===== src/rtl/demux32x4_stream.sv =====
// Registered 1-to-4 stream demultiplexer with a one-entry holding register per lane.
// Define DEMUX_RR_EN to distribute words round-robin instead of by in_sel.
module demux32x4_stream #(
    parameter int WIDTH   = 32,
    parameter int COUNT_W = 16
) (
    input  logic                 clk,
    input  logic                 rst_n,
    input  logic [WIDTH-1:0]     in_data,
    input  logic                 in_valid,
    input  logic [1:0]           in_sel,
    output logic                 in_ready,
    output logic [4*WIDTH-1:0]   out_data,
    output logic [3:0]           out_valid,
    input  logic [3:0]           out_ready,
    output logic [1:0]           cur_lane,
    output logic [COUNT_W-1:0]   xfer_count
);

    logic [1:0]         lane_sel;
    logic               accept;
    logic [COUNT_W-1:0] xfer_count_reg;

`ifdef DEMUX_RR_EN
    logic [1:0] rr_ptr_reg;
    logic       unused_sel;

    // The pointer only advances on an accept, so a full lane stalls the stream rather than being skipped.
    always_ff @(posedge clk or negedge rst_n) begin
        if (!rst_n) begin
            rr_ptr_reg <= 2'd0;
        end else if (accept) begin
            rr_ptr_reg <= rr_ptr_reg + 2'd1;
        end
    end

    assign lane_sel   = rr_ptr_reg;
    assign unused_sel = ^in_sel;
`else
    assign lane_sel = in_sel;
`endif

    assign cur_lane = lane_sel;
    assign in_ready = ~out_valid[lane_sel] | out_ready[lane_sel];
    assign accept   = in_valid & in_ready;

    genvar gi;
    generate
        for (gi = 0; gi < 4; gi++) begin : g_lane
            logic             valid_reg;
            logic [WIDTH-1:0] data_reg;
            logic             load;
            logic             pop;

            assign load = accept & (lane_sel == gi);
            assign pop  = valid_reg & out_ready[gi];

            // A load in the same cycle as a pop keeps the lane valid with the new word.
            always_ff @(posedge clk or negedge rst_n) begin
                if (!rst_n) begin
                    valid_reg <= 1'b0;
                    data_reg  <= '0;
                end else if (load) begin
                    valid_reg <= 1'b1;
                    data_reg  <= in_data;
                end else if (pop) begin
                    valid_reg <= 1'b0;
                end
            end

            assign out_valid[gi]                 = valid_reg;
            assign out_data[gi*WIDTH +: WIDTH]   = data_reg;
        end
    endgenerate

    always_ff @(posedge clk or negedge rst_n) begin
        if (!rst_n) begin
            xfer_count_reg <= '0;
        end else if (accept) begin
            xfer_count_reg <= xfer_count_reg + 1'b1;
        end
    end

    assign xfer_count = xfer_count_reg;

endmodule


===== config.mk =====
export PLATFORM = sky130hd
export DESIGN_NAME = demux32x4_stream
export DESIGN_NICKNAME = d
export VERILOG_FILES = /design/src/rtl/demux32x4_stream.sv
export SDC_FILE = /design/constraint.sdc
export NUM_CORES = 1
export LEC_CHECK = 0
export CAP_MARGIN = 20
export CORE_ASPECT_RATIO = 0.9
export CORE_UTILIZATION = 45
export DETAILED_ROUTE_END_ITERATION = 12
export DONT_BUFFER_PORTS = 1
export SLEW_MARGIN = 20
export SYNTH_ARGS = -nofsm -noshare
export SYNTH_HDL_FRONTEND = slang
export SYNTH_SLANG_ARGS = --single-unit

===== constraint.sdc =====
create_clock -name clk -period 2.96 [get_ports clk]
set_input_delay 0.592 -clock clk [delete_from_list [all_inputs] [get_ports clk]]
set_output_delay 0.592 -clock clk [all_outputs]
set_load 0.05 [all_outputs]

# After elaboration in Yosys (flattened, before gate mapping)
# Cells that the tools add are included.
dict set report op_classes {
  mux 12
  eq_ne 3
  add_sub_neg 1
  n_lt_le_gt_ge 1
  bitwise 11
  reduce_logical 5
}
# cell n
set op_table {}
lappend op_table {{$add 16x1->16 const B} 1}
lappend op_table {{$mux 1} 10}
lappend op_table {{$and 1x1->1} 9}
lappend op_table {{$reduce_bool 2->1} 4}
lappend op_table {{$bmux 1 s2} 2}
lappend op_table {{$eq 2x2->1 const B} 2}
lappend op_table {{$lt 2x3->1 const B} 1}
lappend op_table {{$eq 2x1->1 const B} 1}
lappend op_table {{$logic_not 2->1} 1}
lappend op_table {{$not 1->1} 1}
lappend op_table {{$or 1x1->1} 1}
dict set report word_totals {
  word_cells 42
  in_bits 41
  regBits 148
}

# Longest topological paths before layout
dict set report logic_depth {
  word_depth 7
  ltp_mapped 6
}

# Worst setup path before layout
# OpenSTA, ideal clock, no wires.
dict set report synth_timing {
  path_type {input -> output}
  from {input port out_ready[0]}
  to {output port in_ready}
  path_stages 3
  setup_slack_ns 0.891
  required_time_ns 2.368
  arrival_ns 1.477
  cell_sequence {nand2b_1 mux4_2 buf_6}
}
dict set report synth_via {
  elab_chain_len 3
}
# element line_no
set synth_rtl {}
lappend synth_rtl {{from (decl)} 15} ;# input logic [3:0] out_ready,
lappend synth_rtl {{$bmux 1 s2} 44} ;# assign in_ready = ~out_valid[lane_sel] | out_ready[lane_sel];
lappend synth_rtl {{$mux 1 (not written as such)} 44}
lappend synth_rtl {{$or 1x1->1} 44}
lappend synth_rtl {{to (decl)} 12} ;# output logic in_ready,
# No other way between the ends. The select of a mux whose other input is x is not followed.

# Worst setup path in the final report
dict set report layout_timing {
  from {register g_lane[3].valid_reg}
  to {output port in_ready}
}
dict set report layout_via {
  elab_chain_len 4
}
# element line_no
set layout_rtl {}
lappend layout_rtl {{from (decl)} 50} ;# logic valid_reg;
lappend layout_rtl {{from (signal assigned)} 61} ;# valid_reg <= 1'b0;
lappend layout_rtl {{from (signal assigned)} 64} ;# valid_reg <= 1'b1;
lappend layout_rtl {{from (signal assigned)} 67} ;# valid_reg <= 1'b0;
lappend layout_rtl {{$bmux 1 s2} 44}
lappend layout_rtl {{$mux 1 (not written as such)} 44}
lappend layout_rtl {{$not 1->1} 44}
lappend layout_rtl {{$or 1x1->1} 44}
# No other way between the ends. The select of a mux whose other input is x is not followed.

==> implementation parameters <==
Parameter                              Value

Outcome
  Outcome ... finished, violations left
  Violated checks ... hold timing

Critical path
  Crit-path max FO ... 16
  Cells traversed along the worst timing path ... buf_4, nand2b_1, mux4_2
  Maximum single-stage delay on the critical path ... 780 ps
  CP Data Required Time ... 2370 ps
  Critical path class ... reg -> out
  Startpoint Class ... flip-flop
  Critical-path top delay cell ... sky130_fd_sc_hd__mux4_2
  Arrival time at the worst endpoint ... between 1500 and 2000 ps
  CP Capture Type ... output port

Clock tree
  Number of gates given a new drive strength after cts ... 0
  Clock tree from TritonCTS ... built
  Max Root-Sink Buffers ... 2
  Total number of clock tree sinks ... 148
  Maximum level of the CTS H-tree ... 4
  Root buf cell ... sky130_fd_sc_hd__clkbuf_16
  CTS clk-pin slew, worst paths ... 60 ps
  Buffer count from post-CTS setup fixing ... 0
  Worst-Skew Late Latency ... 410 ps
  Total CTS buffers ... 17

Synth
  Top cell type's share of synthesized area ... 0.645
  Synthesized instance count ... 367
  Cell Area, Synth ... 5740 µm²
  Number of flip-flops and latches in the synthesized netlist ... about 150
  Count of distinct cell types in the synthesized netlist ... 22
  Largest area contributor in the synthesized netlist ... sky130_fd_sc_hd__dfrtp_1
  Warnings, synthesis ... 0
  Top cells by area, synth ... sky130_fd_sc_hd__dfrtp_1 (65%), sky130_fd_sc_hd__mux2_2 (24%), sky130_fd_sc_hd__xnor2_1 (2.3%)
  Synthesized area per cell ... approximately 16 µm²
  Register area share after synthesis ... 0.645
  Net count after synthesis ... 409

Global route
  Number of global-route vias before repair ... 3,209
  GRT Resource Usage Total ... 0.185
  GR Overflow Total ... 0
  Number of antenna violations at the first check in global routing ... 0
  Pin count of the biggest net entering global routing ... around 150
  Wire length of the first global-routing pass ... 18,000 µm

STA
  Worst clock skew on the final layout ... 8.18 ps
  Peak clock frequency supported by timing ... approximately 0.41 GHz
  Worst-case headroom to the max-slew limit ... 0.594
  Final Critical Period ... around 2500 ps
  Unrepaired setup endpoints after global routing ... false
  Total Negative Setup Slacks ... 0 ps
  Final setup violation count ... 0
  Total count of max-transition violations in the final report ... 0
  Post-route fraction of the period consumed by the critical path ... 0.834
  Worst-Margin Slew ... 609 ps
  Hold WS ... -120 ps
  Number of hold-slack violations in the final timing report ... 148

Power
  Combinational power share ... 0.083
  Fraction of power consumed by the clock network ... 0.307
  Switching fraction of total power ... 0.405
  Reported net switching power ... 2.80 mW
  Seq pwr share ... 0.610
  Pwr dens ... 1060 nW/µm²
  Leakage ... roughly 2.8 nW
  Maximum ir drop on the vdd rail ... 470 µV
  Internal power ... roughly 4.1 mW

Job
  # Max-Cap Violations ... 0

Routing
  Drt first-iter violations ... 148
  Post-DRT Antenna Nets ... 0
  # DRC ... 0
  Via-to-Cell Ratio ... roughly 5.5
  Final Routed Wirelength ... approximately 12,000 µm
  Number of vias after detailed routing ... 2,991
  Initial DRT Pass Iterations ... 4
  Wirelength per Cell ... 21.3 µm

Worst hold path
  Path class of the lowest-slack min-delay path ... in -> async

Place
  Buffers added on ports ... 0
  Final weighted congestion in routability-driven placement ... 0.739
  DP HPWL ... about 7600 µm

Layout
  Most common library cell in the layout ignoring fill and taps ... sky130_fd_sc_hd__dfrtp_1
  Fraction of layout instances using a drive strength above 1 ... 0.434
  Final Util ... 0.533
  Final layout net count ... 416
  Diodes inserted ... 0
  Flip-flop count of the largest register, all copies and words added ... approximately 130
  Commonest cells after routing, fill and taps aside ... sky130_fd_sc_hd__dfrtp_1 (148), sky130_fd_sc_hd__mux2_2 (122), sky130_fd_sc_hd__clkbuf_16 (17)
  Layout area overhead ... 13.4%

Floorplanning
  Effective utilization at floorplan ... 0.470
  Die span in x ... 121 µm
  Area inside the core boundary ... 12,200 µm²
  Row count ... 38
  Die Footprint ... about 13,000 µm²
  Top Ports ... between 150 and 200
  Vertical die dimension ... roughly 110 µm
-- path summary, 6_finish.rpt --
kind | from | to | slack (ps) | cells past startpoint
setup / recovery | g_lane[3].valid_reg$_DFFE_PN0P_ | in_ready | 490 | 3
hold / removal | rst_n | g_lane[1].data_reg[6]$_DFFE_PN0P_ | -120 | 0
setup reg to reg | g_lane[3].valid_reg$_DFFE_PN0P_ | xfer_count[1]$_DFFE_PN0P_ | 840 | 5
hold reg to reg | xfer_count[2]$_DFFE_PN0P_ | xfer_count[2]$_DFFE_PN0P_ | 710 | 2
max in group asynchronous | rst_n | g_lane[1].data_reg[16]$_DFFE_PN0P_ | 2890 | 0
min in group clk | in_sel[1] | g_lane[1].valid_reg$_DFFE_PN0P_ | 310 | 1
-- stage by stage --
stage / worst slack (ps) / instance area [µm²] / total power [mW] / std cells
6_report: 492 / 6510 / 6.91 / 547
5_1_grt: 434 / 6510 / 7.17 / 547
4_1_cts: 465 / 6510 / 6.98 / 547
3_5_place_dp: 699 / 5910 / 4.84 / 515
3_3_place_gp: 716 / 5910 / 4.81 / 515
2_1_floorplan: 891 / 5740 / 4.65 / 367
-- synth_stat cells (all sizes together) --
cell and instances:
and4 1, dfrtp 148, nand4 6, nor3 2
mux4 1, nand2b 4, nor3b 1, inv 3
nand2 14, nand3b 1, nor2b 1, nand3 8
nor2 6, ha 1, mux2 129, xnor2 15
and3 3, o21ai 1, buf 22
-- worst max-delay path: cells and delay by family, from the launching register on --
kind	cells	cell delay [ps]
AND/OR/NAND/NOR	1	160
buffers and inverters	1	200
flip-flops	1	330
multiplexers	1	780
-- power groups by stage --
| stage | Combinational (mW) | Sequential [mW] | Clock [mW] |
|---|---|---|---|
| 6_report | 0.574 | 4.21 | 2.12 |
| 3_3_place_gp | 0.555 | 4.25 | 0 |
| 2_1_floorplan | 0.481 | 4.17 | 0 |
| 5_1_grt | 0.631 | 4.27 | 2.27 |
| 3_5_place_dp | 0.584 | 4.26 | 0 |
| 4_1_cts | 0.584 | 4.22 | 2.18 |
-- per-layer routing --
| metal | global-route usage | up-vias | part of all wire |
|---|---|---|---|
| li1 | - | 1293 | - |
| met4 | 0.0714 | 0 | 0.012 |
| met5 | 0 | - | 0 |
| met2 | 0.289 | 128 | 0.49 |
| met1 | 0.221 | 1559 | 0.39 |
| met3 | 0.0905 | 11 | 0.11 |
-- layout make-up --
cell class | instances | area [µm²]
Fill cell | 987 | 5710
Sequential cell | 148 | 3700
Multi-Input combinational cell | 194 | 1880
Clock buffer | 24 | 502
Tap cell | 160 | 200
Timing Repair Buffer | 10 | 113
Clock inverter | 8 | 97.6
Inverter | 3 | 11.3
-- cells by family (layout without fill, tap and decap cells) --
family	count (synthesis)	after routing	synth area share
adders and majority gates	1	1	0.00218
buffers and inverters	25	45	0.0286
muxes	130	130	0.257
AOI/OAI and AO/OA	1	1	0.000871
xor gates and xnor gates	15	15	0.0229
and+or+nand+nor	47	47	0.0432
DFF	148	148	0.645
Power figures use the tool's default switching activity.
